`src/rtl/sva_result_collector.sv`:
```
// sva_result_collector: gathers the result strobes of an SVA checker FSM on sys_clk.
// It keeps saturating per-kind counters, a pass/fail verdict, the period of the first
// failure, and a FIFO of timestamped events drained over a valid/ready port.
// Optional watchdog: define SVA_COLLECT_TIMEOUT_EN to fail after TIMEOUT_PERIODS
// user-clock periods in RUN with no accepted result.
module sva_result_collector #(
    parameter int unsigned CNT_WIDTH       = 16,
    parameter int unsigned PERIOD_WIDTH    = 16,
    parameter int unsigned FIFO_DEPTH      = 8,
    parameter int unsigned TIMEOUT_PERIODS = 64
) (
    input  logic                    sys_clk,
    input  logic                    sys_rst,
    input  logic                    grst,
    input  logic                    en,
    input  logic                    period_tick,
    input  logic                    res_vld,
    input  logic                    succ,
    input  logic                    fail,
    input  logic                    lazy_succ,
    output logic [CNT_WIDTH-1:0]    succ_cnt,
    output logic [CNT_WIDTH-1:0]    fail_cnt,
    output logic [CNT_WIDTH-1:0]    lazy_cnt,
    output logic [1:0]              verdict,
    output logic [PERIOD_WIDTH-1:0] first_fail_period,
    output logic                    ev_valid,
    input  logic                    ev_ready,
    output logic [1:0]              ev_kind,
    output logic [PERIOD_WIDTH-1:0] ev_period,
    output logic                    ev_overflow
);

    localparam int unsigned AW = (FIFO_DEPTH > 1) ? $clog2(FIFO_DEPTH) : 1;
    localparam int unsigned CW = AW + 1;

    typedef enum logic [1:0] {
        V_IDLE = 2'b00,
        V_RUN  = 2'b01,
        V_PASS = 2'b10,
        V_FAIL = 2'b11
    } verdict_e;

    localparam logic [1:0] K_TIMEOUT = 2'b00;
    localparam logic [1:0] K_SUCC    = 2'b01;
    localparam logic [1:0] K_FAIL    = 2'b10;
    localparam logic [1:0] K_LAZY    = 2'b11;

    typedef struct packed {
        logic [1:0]              kind;
        logic [PERIOD_WIDTH-1:0] period;
    } ev_t;

    verdict_e                verdict_q, verdict_d;
    logic [CNT_WIDTH-1:0]    succ_cnt_q, succ_cnt_d;
    logic [CNT_WIDTH-1:0]    fail_cnt_q, fail_cnt_d;
    logic [CNT_WIDTH-1:0]    lazy_cnt_q, lazy_cnt_d;
    logic [PERIOD_WIDTH-1:0] period_q, period_d;
    logic [PERIOD_WIDTH-1:0] first_fail_q, first_fail_d;
    logic [AW-1:0]           wr_ptr_q, wr_ptr_d;
    logic [AW-1:0]           rd_ptr_q, rd_ptr_d;
    logic [CW-1:0]           count_q, count_d;
    logic                    ev_valid_q, ev_valid_d;
    ev_t                     head_q, head_d;
    logic                    overflow_q, overflow_d;
    ev_t                     mem_q [FIFO_DEPTH];

    logic active_c, accept_c, timeout_c, fail_hit_c;
    logic push_c, push_ok_c, pop_c, full_c;
    ev_t  new_ev_c;

    function automatic logic [CNT_WIDTH-1:0] sat_inc(input logic [CNT_WIDTH-1:0] v,
                                                     input logic inc);
        return (inc && (v != '1)) ? v + CNT_WIDTH'(1) : v;
    endfunction

    assign active_c = (verdict_q == V_RUN) || (verdict_q == V_FAIL);
    assign accept_c = res_vld && active_c;

`ifdef SVA_COLLECT_TIMEOUT_EN
    localparam int unsigned WDW = $clog2(TIMEOUT_PERIODS + 1);
    logic [WDW-1:0] wd_q, wd_d;

    // Watchdog: counts periods in RUN, cleared by any accepted result
    always_comb begin
        timeout_c = 1'b0;
        wd_d      = wd_q;
        if (verdict_q == V_RUN) begin
            if (accept_c) begin
                wd_d = '0;
            end else if (period_tick) begin
                if (wd_q == WDW'(TIMEOUT_PERIODS - 1)) begin
                    timeout_c = 1'b1;
                    wd_d      = '0;
                end else begin
                    wd_d = wd_q + WDW'(1);
                end
            end
        end
        if (grst) begin
            timeout_c = 1'b0;
            wd_d      = '0;
        end
    end

    // Watchdog register
    always_ff @(posedge sys_clk or posedge sys_rst) begin
        if (sys_rst) wd_q <= '0;
        else         wd_q <= wd_d;
    end
`else
    logic unused_timeout;
    assign timeout_c      = 1'b0;
    assign unused_timeout = ^32'(TIMEOUT_PERIODS);
`endif

    assign fail_hit_c = (accept_c && fail) || timeout_c;
    assign push_c     = (accept_c && (succ || fail || lazy_succ)) || timeout_c;
    assign pop_c      = ev_valid_q && ev_ready;
    assign full_c     = (count_q == CW'(FIFO_DEPTH));
    assign push_ok_c  = push_c && (!full_c || pop_c) && !grst;

    // Event payload: priority timeout/fail > succ > lazy, stamped with the current period
    always_comb begin
        new_ev_c.period = period_q;
        if (timeout_c)  new_ev_c.kind = K_TIMEOUT;
        else if (fail)  new_ev_c.kind = K_FAIL;
        else if (succ)  new_ev_c.kind = K_SUCC;
        else            new_ev_c.kind = K_LAZY;
    end

    // Next state: verdict, counters, period, FIFO bookkeeping
    always_comb begin
        verdict_d    = verdict_q;
        succ_cnt_d   = sat_inc(succ_cnt_q, accept_c && succ);
        fail_cnt_d   = sat_inc(fail_cnt_q, fail_hit_c);
        lazy_cnt_d   = sat_inc(lazy_cnt_q, accept_c && lazy_succ);
        period_d     = (active_c && period_tick) ? period_q + PERIOD_WIDTH'(1) : period_q;
        first_fail_d = first_fail_q;
        wr_ptr_d     = push_ok_c ? wr_ptr_q + AW'(1) : wr_ptr_q;
        rd_ptr_d     = pop_c ? rd_ptr_q + AW'(1) : rd_ptr_q;
        count_d      = count_q;
        overflow_d   = overflow_q || (push_c && full_c && !pop_c);
        head_d       = head_q;

        case (verdict_q)
            V_IDLE: if (en) verdict_d = V_RUN;
            V_RUN: begin
                if (fail_hit_c) begin
                    verdict_d    = V_FAIL;
                    first_fail_d = period_q;
                end else if (!en) begin
                    verdict_d = (succ_cnt_q != '0 && fail_cnt_q == '0) ? V_PASS : V_IDLE;
                end
            end
            V_PASS: if (en) verdict_d = V_RUN;
            default: verdict_d = V_FAIL;
        endcase

        if (push_ok_c && !pop_c)      count_d = count_q + CW'(1);
        else if (!push_ok_c && pop_c) count_d = count_q - CW'(1);

        ev_valid_d = (count_d != '0);
        if (ev_valid_d) begin
            head_d = (push_ok_c && rd_ptr_d == wr_ptr_q) ? new_ev_c : mem_q[rd_ptr_d];
        end

        if (grst) begin
            verdict_d    = V_IDLE;
            succ_cnt_d   = '0;
            fail_cnt_d   = '0;
            lazy_cnt_d   = '0;
            period_d     = '0;
            first_fail_d = '0;
            wr_ptr_d     = '0;
            rd_ptr_d     = '0;
            count_d      = '0;
            overflow_d   = 1'b0;
            ev_valid_d   = 1'b0;
            head_d       = '0;
        end
    end

    // State registers
    always_ff @(posedge sys_clk or posedge sys_rst) begin
        if (sys_rst) begin
            verdict_q    <= V_IDLE;
            succ_cnt_q   <= '0;
            fail_cnt_q   <= '0;
            lazy_cnt_q   <= '0;
            period_q     <= '0;
            first_fail_q <= '0;
            wr_ptr_q     <= '0;
            rd_ptr_q     <= '0;
            count_q      <= '0;
            overflow_q   <= 1'b0;
            ev_valid_q   <= 1'b0;
            head_q       <= '0;
        end else begin
            verdict_q    <= verdict_d;
            succ_cnt_q   <= succ_cnt_d;
            fail_cnt_q   <= fail_cnt_d;
            lazy_cnt_q   <= lazy_cnt_d;
            period_q     <= period_d;
            first_fail_q <= first_fail_d;
            wr_ptr_q     <= wr_ptr_d;
            rd_ptr_q     <= rd_ptr_d;
            count_q      <= count_d;
            overflow_q   <= overflow_d;
            ev_valid_q   <= ev_valid_d;
            head_q       <= head_d;
        end
    end

    // Event storage
    always_ff @(posedge sys_clk or posedge sys_rst) begin
        if (sys_rst) begin
            for (int i = 0; i < int'(FIFO_DEPTH); i++) mem_q[i] <= '0;
        end else if (push_ok_c) begin
            mem_q[wr_ptr_q] <= new_ev_c;
        end
    end

    assign succ_cnt          = succ_cnt_q;
    assign fail_cnt          = fail_cnt_q;
    assign lazy_cnt          = lazy_cnt_q;
    assign verdict           = verdict_q;
    assign first_fail_period = first_fail_q;
    assign ev_valid          = ev_valid_q;
    assign ev_kind           = head_q.kind;
    assign ev_period         = head_q.period;
    assign ev_overflow       = overflow_q;

endmodule

```
`config.mk`:
```
export PLATFORM = sky130hd
export DESIGN_NAME = sva_result_collector
export DESIGN_NICKNAME = d
export VERILOG_FILES = /design/src/rtl/sva_result_collector.sv
export SDC_FILE = /design/constraint.sdc
export NUM_CORES = 1
export LEC_CHECK = 0
export ABC_AREA = 0
export ABC_CLOCK_PERIOD_IN_PS = 13950
export BUFFER_PORTS_ARGS = -buffer_cell sky130_fd_sc_hd__buf_4
export CORE_MARGIN = 3
export CORE_UTILIZATION = 60
export CTS_BUF_LIST = sky130_fd_sc_hd__clkbuf_8
export CTS_CLUSTER_DIAMETER = 50
export DETAILED_ROUTE_END_ITERATION = 16
export PLACE_DENSITY = 0.81
export SETUP_SLACK_MARGIN = 0.15
export SYNTH_ARGS = -nofsm -noshare
export SYNTH_HDL_FRONTEND = slang
export SYNTH_SLANG_ARGS = --single-unit
```
`constraint.sdc`:
```
create_clock -name sys_clk -period 13.95 [get_ports sys_clk]
set_input_delay 2.0925 -clock sys_clk [delete_from_list [all_inputs] [get_ports sys_clk]]
set_output_delay 2.0925 -clock sys_clk [all_outputs]
set_load 0.01 [all_outputs]
```
==> Word-level counts from Yosys, hierarchy flattened <==
Cells that the tools add are included.
{ "word_totals": {"word_cells": 132, "output_inout_bits": 86, "in_bits": 10, "ff_bits": 256} }
{ "classes": {"bitwise": 2, "n_lt_le_gt_ge": 3, "n_reduce_logical": 43, "add_sub_neg": 8, "n_mux": 37, "n_eq_ne": 10} }
{ "op_table": {"columns": ["op", "count"], "rows": [
  ["16-bit two-way mux", 11],
  ["144-bit bitwise mux", 1],
  ["18-bit two-way mux", 6],
  ["16-bit by 1-bit adder with 16-bit output, second input constant", 4],
  ["18-bit binary-select mux with 3-bit select", 1],
  ["18-bit demux with 3-bit select", 1],
  ["16-bit inequality test, second input constant", 3],
  ["1-bit logical AND", 19],
  ["16-bit logical NOT", 1],
  ["16-bit nonzero test", 1],
  ["2-bit nonzero test", 8],
  ["2-bit two-way mux", 7],
  ["3-bit two-way mux", 4],
  ["4-bit two-way mux", 3],
  ["4-bit >= comparator, second input constant", 2],
  ["3-bit NOT with 4-bit output", 2],
  ["3-bit by 1-bit adder with 3-bit output, second input constant", 2],
  ["1-bit logical OR", 5],
  ["4-bit by 1-bit adder with 4-bit output, second input constant", 1],
  ["2-bit equality test, second input constant", 2],
  ["4-bit equality test, second input constant", 1],
  ["1-bit logical NOT", 4],
  ["4-bit by 1-bit < comparator with 1-bit output, second input constant", 1],
  ["4-bit inequality test, second input constant", 1],
  ["other kinds (10)", 12]
]} }

==> Depth between registers and ports, before layout <==
Gate-level depths: netlist of the first run.
{ "depth": {"ltp_word": 13, "mapped_depth": 10, "mapped_depth_nobuf": 8} }

==> Worst setup path before layout of the first run <==
Ideal clock, no wire load.
{ "synth_timing": {"path_kind": "input to register", "startpoint": "input port fail", "endpoint": "register head_q, in the netlist ev_period[0]", "stages": 8, "t_arrival_ns": 3.794, "setup_ns": 0.128, "required_ns": 13.822, "path_slack_ns": 10.027, "path_buffers": 2, "path_cell_list": "buf_2 -> o311a_4 -> and4_1 -> a221oi_2 -> o22ai_2 -> o21ai_2 -> buf_6 -> o32ai_1"} }
{ "synth_via": {"elab_chain_cells": 11, "elab_cells_between_ends": 16, "cone_classes": "mux: 5; reduce/logical: 11"} }
{ "synth_rtl": {"columns": ["item", "line", "text"], "rows": [
  ["start: declaration", "19", "input logic fail,"],
  ["1-bit logical OR * (2 in series)", "117", "assign push_c = (accept_c && (succ || fail || lazy_succ)) || timeout_c;"],
  ["1-bit logical AND *", "117", null],
  ["1-bit logical AND * (2 in series)", "120", "assign push_ok_c = push_c && (!full_c || pop_c) && !grst;"],
  ["1-bit logical NOT", "160", "else if (!push_ok_c && pop_c) count_d = count_q - CW'(1);"],
  ["1-bit logical AND", "160", null],
  ["4-bit two-way mux", "160", null],
  ["4-bit two-way mux", "159", "if (push_ok_c && !pop_c) count_d = count_q + CW'(1);"],
  ["4-bit nonzero test", "162", "ev_valid_d = (count_d != '0);"],
  ["2-bit nonzero test (no source line)", null, null],
  ["end signal: assignment", "197", "head_q <= '0;"],
  ["end signal: assignment", "210", "head_q <= head_d;"],
  ["end: declaration", "63", "ev_t head_q, head_d;"]
]} }
Every way passes the cells marked *; elsewhere a longest branch is shown, timed or not. The select of a mux whose other input is x is not followed.
A chain may end at the register's enable or synchronous reset.

==> Worst setup path after layout of the first run <==
{ "layout_timing": {"startpoint": "input port ev_ready", "endpoint": "register mem_q[139] (netlist name)"} }
{ "layout_via": {"elab_chain_cells": 4} }
{ "layout_rtl": {"columns": ["item", "line", "text"], "rows": [
  ["start: declaration", "27", "input logic ev_ready,"],
  ["1-bit logical AND", "118", "assign pop_c = ev_valid_q && ev_ready;"],
  ["1-bit logical OR", "120", null],
  ["1-bit logical AND (2 in series)", "120", null],
  ["end signal: indexed assignment", "219", "mem_q[wr_ptr_q] <= new_ev_c;"],
  ["end: declaration", "65", "ev_t mem_q [FIFO_DEPTH];"]
]} }
Every way passes these cells.

==> results of run 1 <==
==> through the flow <==
stage | worst slack (ns) | power, mW | util [%] | hold WS [ns] | cells
floorplan | 4.82 | 1.06 | - | 0.449 | 1169
global placement | 9.11 | 1.14 | 66.1 | 0.461 | 1470
detailed placement | 9.06 | 1.14 | 66.1 | 0.472 | 1470
CTS | 9.63 | 1.76 | 69.9 | 0.485 | 1540
global route | 9.42 | 1.82 | 69.9 | 0.514 | 1540
finish | 9.52 | 1.75 | 69.9 | 0.484 | 1540
==> layout by cell type, fill, tap and decap left out, types with 3 or more instances in the layout <==
| cell type | instances |
|---|---|
| nor2_1 | 107 |
| and4_1 | 6 |
| nand4_1 | 22 |
| o22ai_1 | 19 |
| dfrtp_1 | 255 |
| nand2_1 | 98 |
| o41ai_1 | 5 |
| and3_1 | 16 |
| ha_1 | 10 |
| nor3_1 | 24 |
| o21ai_0 | 47 |
| nor2b_1 | 9 |
| or3_1 | 8 |
| a211oi_1 | 18 |
| clkinv_2 | 3 |
| o32ai_1 | 10 |
| nand3_1 | 28 |
| xor2_1 | 27 |
| mux2_2 | 122 |
| o31ai_1 | 6 |
| o22a_1 | 10 |
| xnor2_1 | 29 |
| clkbuf_8 | 51 |
| mux2i_1 | 66 |
| buf_4 | 109 |
| nor4_1 | 9 |
| a21oi_1 | 51 |
| inv_1 | 36 |
| and2_1 | 5 |
| mux4_2 | 4 |
| mux4_1 | 3 |
==> worst register-to-register path, delay by kind of cell (launching register included) <==
| kind | cells | cell delay (ns) |
|---|---|---|
| flops | 1 | 0.34 |
| buf+inv | 1 | 0.59 |
| fa+ha+maj | 1 | 0.49 |
| compound gates | 3 | 0.67 |
| simple gates | 3 | 1.17 |
==> registers in the layout, summed over array words and instances (netlist names) <==
register	flops
wr_ptr_q	3
first_fail_period	16
mem_q	144
period_q	16
count_q	4
ev_period	16
fail_cnt	16
ev_valid	1
lazy_cnt	16
succ_cnt	16
rd_ptr_q	3
verdict	2
ev_overflow	1
ev_kind	2
==> cell type report <==
| cell class | count | area [µm²] | share of cell area [%] |
|---|---|---|---|
| timing repair buffer | 109 | 818 | 5.69 |
| inverter | 23 | 93.8 | 0.653 |
| clock inverter | 19 | 82.6 | 0.574 |
| sequential | 256 | 6410 | 44.6 |
| clock buffer | 51 | 702 | 4.88 |
| multi-input combinational | 812 | 5940 | 41.3 |
| tap | 270 | 338 | 2.35 |
==> routing by layer <==
layer | wire length [µm] | global-route usage [%] | share of wire (%) | up-vias
met1 | 13500 | 36.5 | 43 | 4779
met3 | 2020 | 5.12 | 6.4 | 84
li1 | - | - | - | 4340
met4 | 885 | 10.2 | 2.8 | 0
met2 | 15100 | 43.6 | 48 | 318
met5 | 0 | 0 | 0 | -
==> Yosys cell counts (3+ instances only) <==
| library cell | number |
|---|---|
| mux4_1 | 3 |
| clkbuf_1 | 50 |
| o32ai_1 | 10 |
| o22ai_1 | 19 |
| xnor2_1 | 29 |
| dfrtp_1 | 256 |
| nor2b_1 | 9 |
| a21oi_1 | 51 |
| o22a_1 | 10 |
| buf_2 | 21 |
| ha_1 | 10 |
| nor3_1 | 24 |
| and3_1 | 16 |
| and2_1 | 5 |
| nand4_1 | 22 |
| inv_1 | 23 |
| xor2_1 | 28 |
| o41ai_1 | 5 |
| o21ai_0 | 47 |
| mux2i_1 | 66 |
| nor2_1 | 107 |
| mux4_2 | 4 |
| buf_6 | 3 |
| nor4_1 | 9 |
| o31ai_1 | 6 |
| and4_1 | 6 |
| mux2_2 | 122 |
| nand3_1 | 28 |
| nand2_1 | 98 |
| a211oi_1 | 18 |
| or3_1 | 8 |
==> how the worst max path moves through the flow <==
| stage | start | end | depth (start not counted) |
|---|---|---|---|
| after global routing | ev_ready | mem_q[133] | 6 |
| final | ev_ready | mem_q[139] | 6 |
| after detailed placement | ev_ready | mem_q[139] | 6 |
| after global placement | ev_ready | mem_q[130] | 6 |
| after floorplan | sys_rst | count_q[0] | 1 |
| after CTS | ev_ready | mem_q[139] | 6 |
==> power by group through the flow <==
| stage | sequential, mW | combinational (mW) | clock (mW) |
|---|---|---|---|
| 4_1_cts | 0.790 | 0.342 | 0.628 |
| 2_1_floorplan | 0.798 | 0.259 | 0 |
| 6_report | 0.790 | 0.344 | 0.616 |
| 3_3_place_gp | 0.802 | 0.334 | 0 |
| 3_5_place_dp | 0.802 | 0.342 | 0 |
| 5_1_grt | 0.792 | 0.368 | 0.664 |
==> kinds of logic (layout without fill, tap and decap cells) <==
kind of cell	count (synthesis)	count (layout)
and+or+nand+nor	346	346
DFF	256	256
AOI/OAI and AO/OA	198	198
muxes	195	195
buffers and inverters	101	202
xor gates and xnor gates	63	63
adders and majority gates	10	10
==> impl_metrics.tcl, run 1 <==
set metrics [dict create \
    outcome "completed" \
    synth.area.mux_share_pct 17.3 \
    layout-drive-gt1-share_pct 25.0 \
    wl_mm 31.5 \
    yosysTopAreaCell "dfrtp_1" \
    worst_setup_path_start_kind "input port" \
    worstPathRequired_ns 14.37 \
    p_int_mw 1.22 \
    syn_nets 1189 \
    final_nets 1263 \
    fp.dieW_um 152 \
    reg2reg_from "rd_ptr_q[0]" \
    yosys_most_used_dff "dfrtp_1" \
    synth-seq-cells 256 \
    syn_area_mm2 0.0128 \
    antenna_cells 0 \
    hold_end "mem_q[124]" \
    combPwrFrac_pct 19.7 \
    worstPathArrival_ns 4.85 \
    grt_max_degree 118 \
    dieArea_mm2 0.0231 \
    worst_pin_slew_ns 1.17 \
    switching_power_mw 0.528 \
    first_pass_iters 5 \
    grt_overflow 0 \
    ys_types 74 \
    cp_num_buf_inv 1 \
    cts-root-buf "clkbuf_8" \
    tns_ns 0 \
    period_needed_ns 4.43 \
    vdd_ir_drop_max_mv 0.0990 \
    clockBufferDepth 3 \
    syn_area_per_cell_um2 10.9 \
    synth_adder_area_share_pct 0.980 \
    initial_core_util_pct 62.1 \
    grt_use_total_pct 26.9 \
    num_rows 52 \
    final-max-slew-violation-count 0 \
    synth_top_area_share_pct 50.2 \
    cts_tree "built" \
    synth_top_family_by_area "multiplexers" \
    numClockSinks 256 \
    cp_slowest_cell "nand3_1" \
    num-fill-cells 1535 \
    htreeDepth 2 \
    dr.first_iter.drc_count 636 \
    synth-simple-area-share_pct 12.8 \
    worstPathCellList "buf_4 -> and2_1 -> nor3_2 -> nor3_4 -> nand3_1 -> mux2_2" \
    cap_violations 0 \
    seq_area_frac_synth_pct 50.2 \
    cts_setup_buffers 0 \
    synthTopCellsByArea "dfrtp_1, mux2_2, mux2i_1, nor2_1, nand2_1" \
    hold_depth 2 \
    worstHoldStart "mem_q[124]" \
    power_density_mw_per_mm2 122 \
    area_growth_pct 12.6 \
    grt_pass1_vias 9590 \
    relSlewSlack_pct 21.8 \
    vias 9521 \
    p_clk_share_pct 35.2 \
    setup_violations 0 \
    antenna_found_initial 0 \
    cts_buffers 41 \
    p_seq_share_pct 45.1 \
    worstSkewPairLatency_ns 0.54 \
    yosys_warnings 0 \
    ant_nets 0 \
    rsz0062_at_grt "no" \
    via_per_inst 6.18 \
    finalInstanceArea_mm2 0.0144 \
    cts_resized 0 \
    hpwl_mm 19.9 \
    io_pins 96 \
    wire_per_inst_um 20.4 \
    gp_congestion 0.852 \
    grt_first_pass_wirelength_mm 50.7 \
    core_area_mm2 0.0206 \
    synth_cells 1169 \
    hold_viol_final 0 \
    rr_worst_depth 8 \
    synth_xor_area_share_pct 4.95 \
    switching_share_pct 30.1 \
    drcViolationCount 0 \
    path_clk_slew_ns 0.06 \
    period_share_pct 31.7 \
    rr_endpoint "ev_period[7]" \
    port_buffers 95 \
    hp-class "reg2reg" \
    synthArstFlopShare_pct 100 \
    critPathKind "in2reg" \
    fin_skew_ns 0.0158 \
    end_kind "flop" \
    worst-path-max-fanout 21 \
    crit_family "simple AND/OR/NAND/NOR gates" \
    dpl_cell_area_mm2 0.0136 \
    synth_edf_count 0 \
    synth_compound_area_share_pct 10.5 \
    critPathMaxStageDelay_ns 0.89 \
    leakagePower_nw 6.80 \
    cts_hold_buf 0 \
    clock.fmax_mhz 226 \
    r2r_setup_slack_ns 10.57 \
    die_y_um 152 \
]
(Power assumes the default switching activity.)
==> run 2, diff against run 1 <==
--- a/config.mk
+++ b/config.mk
@@ -6,14 +6,14 @@
 export NUM_CORES = 1
 export LEC_CHECK = 0
 export ABC_AREA = 0
-export ABC_CLOCK_PERIOD_IN_PS = 13950
+export ABC_CLOCK_PERIOD_IN_PS = 3800
 export BUFFER_PORTS_ARGS = -buffer_cell sky130_fd_sc_hd__buf_4
 export CORE_MARGIN = 3
-export CORE_UTILIZATION = 60
+export CORE_UTILIZATION = 57
 export CTS_BUF_LIST = sky130_fd_sc_hd__clkbuf_8
 export CTS_CLUSTER_DIAMETER = 50
 export DETAILED_ROUTE_END_ITERATION = 16
-export PLACE_DENSITY = 0.81
+export PLACE_DENSITY = 0.8
 export SETUP_SLACK_MARGIN = 0.15
 export SYNTH_ARGS = -nofsm -noshare
 export SYNTH_HDL_FRONTEND = slang
==> constraint.sdc (replaced) <==
create_clock -name sys_clk -period 3.8 [get_ports sys_clk]
set_input_delay 0.57 -clock sys_clk [delete_from_list [all_inputs] [get_ports sys_clk]]
set_output_delay 0.57 -clock sys_clk [all_outputs]
set_load 0.01 [all_outputs]
==> run 2 against run 1 <==
Effect of this change:
- non-clock buffer count rose by 12
- total power rose to 3.8 times the previous value
- sequential share of layout area fell by 0.63 points
- routed wire length rose by 2.5%
- die area rose by 5.1%
- sequential power rose to 3.7 times the previous value
- critical path type is now reg2reg
- flip-flop and latch count did not move
==> impl_metrics.tcl, run 2 (synthesized netlist as in run 1, its figures left out) <==
set metrics [dict create \
    via_per_inst 6.25 \
    worstPathArrival_ns 3.36 \
    relSlewSlack_pct 38.3 \
    rr_worst_depth 8 \
    grt_first_pass_wirelength_mm 52.1 \
    cap_violations 0 \
    critPathKind "reg2reg" \
    antenna_found_initial 0 \
    final-max-slew-violation-count 0 \
    setup_violations 0 \
    period_needed_ns 2.92 \
    worst_pin_slew_ns 0.921 \
    first_pass_iters 5 \
    period_share_pct 76.8 \
    end_kind "flop" \
    worst-path-max-fanout 18 \
    layout.cells.most_common "dfrtp_1" \
    cts_buffers 41 \
    hold_viol_final 0 \
    initial_core_util_pct 58.3 \
    tns_ns 0 \
    htreeDepth 2 \
    cts_tree "built" \
    grt_overflow 0 \
    combPwrFrac_pct 19.4 \
    clockBufferDepth 3 \
    fin_skew_ns 0.0167 \
    gp_congestion 0.865 \
    rsz0062_at_grt "no" \
    drcViolationCount 0 \
    antenna_cells 0 \
    critPathCapture "ev_period[7]" \
    dieArea_mm2 0.0242 \
    timing.hold.ws_ns 0.0417 \
    cts_setup_buffers 0 \
    power_density_mw_per_mm2 457 \
    worst_setup_path_start_kind "flop" \
    cts_resized 0 \
    p_seq_share_pct 43.6 \
    hpwl_mm 20.9 \
    core_area_mm2 0.0219 \
    finalInstanceArea_mm2 0.0146 \
    layout-drive-gt1-share_pct 25.9 \
    rr_endpoint "ev_period[7]" \
    wl_mm 32.3 \
    vias 9775 \
    p_int_mw 4.66 \
    worstPathRequired_ns 4.25 \
    grt_use_total_pct 27.1 \
    vdd_ir_drop_max_mv 0.355 \
    grt_max_degree 87 \
    dr.first_iter.drc_count 699 \
    grt_pass1_vias 9559 \
    dpl_cell_area_mm2 0.0137 \
    p_clk_share_pct 37.1 \
    cts_hold_buf 0 \
    num_rows 54 \
    registers.top_by_ff_count "mem_q" \
    wire_per_inst_um 20.6 \
    area_growth_pct 14.2 \
    largest_register_ffs 144 \
    switching_power_mw 2.01 \
    r2r_setup_slack_ns 0.88 \
    switching_share_pct 30.1 \
    final_nets 1275 \
    clock.fmax_mhz 343 \
    reg2reg_from "rd_ptr_q[1]" \
    outcome "completed" \
    path_clk_slew_ns 0.06 \
    io_pins 96 \
    port_buffers 95 \
    leakagePower_nw 6.90 \
    final_cell_mix "dfrtp_1, mux2_2, buf_4" \
    cts-root-buf "clkbuf_8" \
    numClockSinks 256 \
    ant_nets 0 \
    crit_start "rd_ptr_q[1]" \
    fp.dieW_um 156 \
    die_y_um 156 \
    hp-class "in2async" \
    worstSkewPairLatency_ns 0.56 \
]
[run 2: layout make-up]
class	instances	area [µm²]
Tap cell	280	350
Sequential cell	256	6410
Clock inverter	25	190
Multi-Input combinational cell	812	5930
Clock buffer	48	661
Fill cell	1636	7300
Inverter	23	90.1
Timing Repair Buffer	121	958
[run 2: worst max-delay path, stage by stage (launching register included)]
cell and delay [ns]:
dfrtp_1 0.36, buf_4 0.19, ha_1 0.47, nand3_1 0.19, a21boi_0 0.21, o211a_1 0.21, and2_1 0.73, a211oi_1 0.16
o32ai_1 0.29
[run 2: worst min path at each step]
stage	from	end	slack (ns)	depth (start not counted)
after CTS	sys_rst	fail_cnt[2]	0.03	2
final	sys_rst	rd_ptr_q[0]	0.04	2
after floorplan	mem_q[107]	mem_q[107]	0.45	2
after detailed placement	mem_q[71]	mem_q[71]	0.47	2
after global routing	sys_rst	fail_cnt[2]	0.06	2
after global placement	mem_q[143]	mem_q[143]	0.46	2
[run 2: power by group through the flow]
stage / combinational, mW / clock, mW / sequential [mW]
after floorplan: 0.953 / 0 / 2.93
after global placement: 1.24 / 0 / 2.95
after detailed placement: 1.28 / 0 / 2.95
after CTS: 1.28 / 2.50 / 2.90
after global routing: 1.39 / 2.62 / 2.91
final: 1.29 / 2.47 / 2.91
[run 2: routing by layer]
layer  GRT usage (%)  share of wire (%)  vias to the layer above
li1                -                  -                     4361
met1            38.2                 42                     4920
met2            41.9                 46                      406
met3            5.38                8.1                       88
met4            10.3                3.4                        0
met5               0                  0                        -
[run 2: stage by stage]
step	setup WS, ns	util [%]	std cells	total power [mW]
2_1_floorplan	-0.142	-	1169	3.88
3_3_place_gp	0.832	62.8	1492	4.19
3_5_place_dp	0.744	62.8	1492	4.23
4_1_cts	0.920	66.6	1565	6.69
5_1_grt	0.719	66.6	1565	6.92
6_report	0.883	66.6	1565	6.67
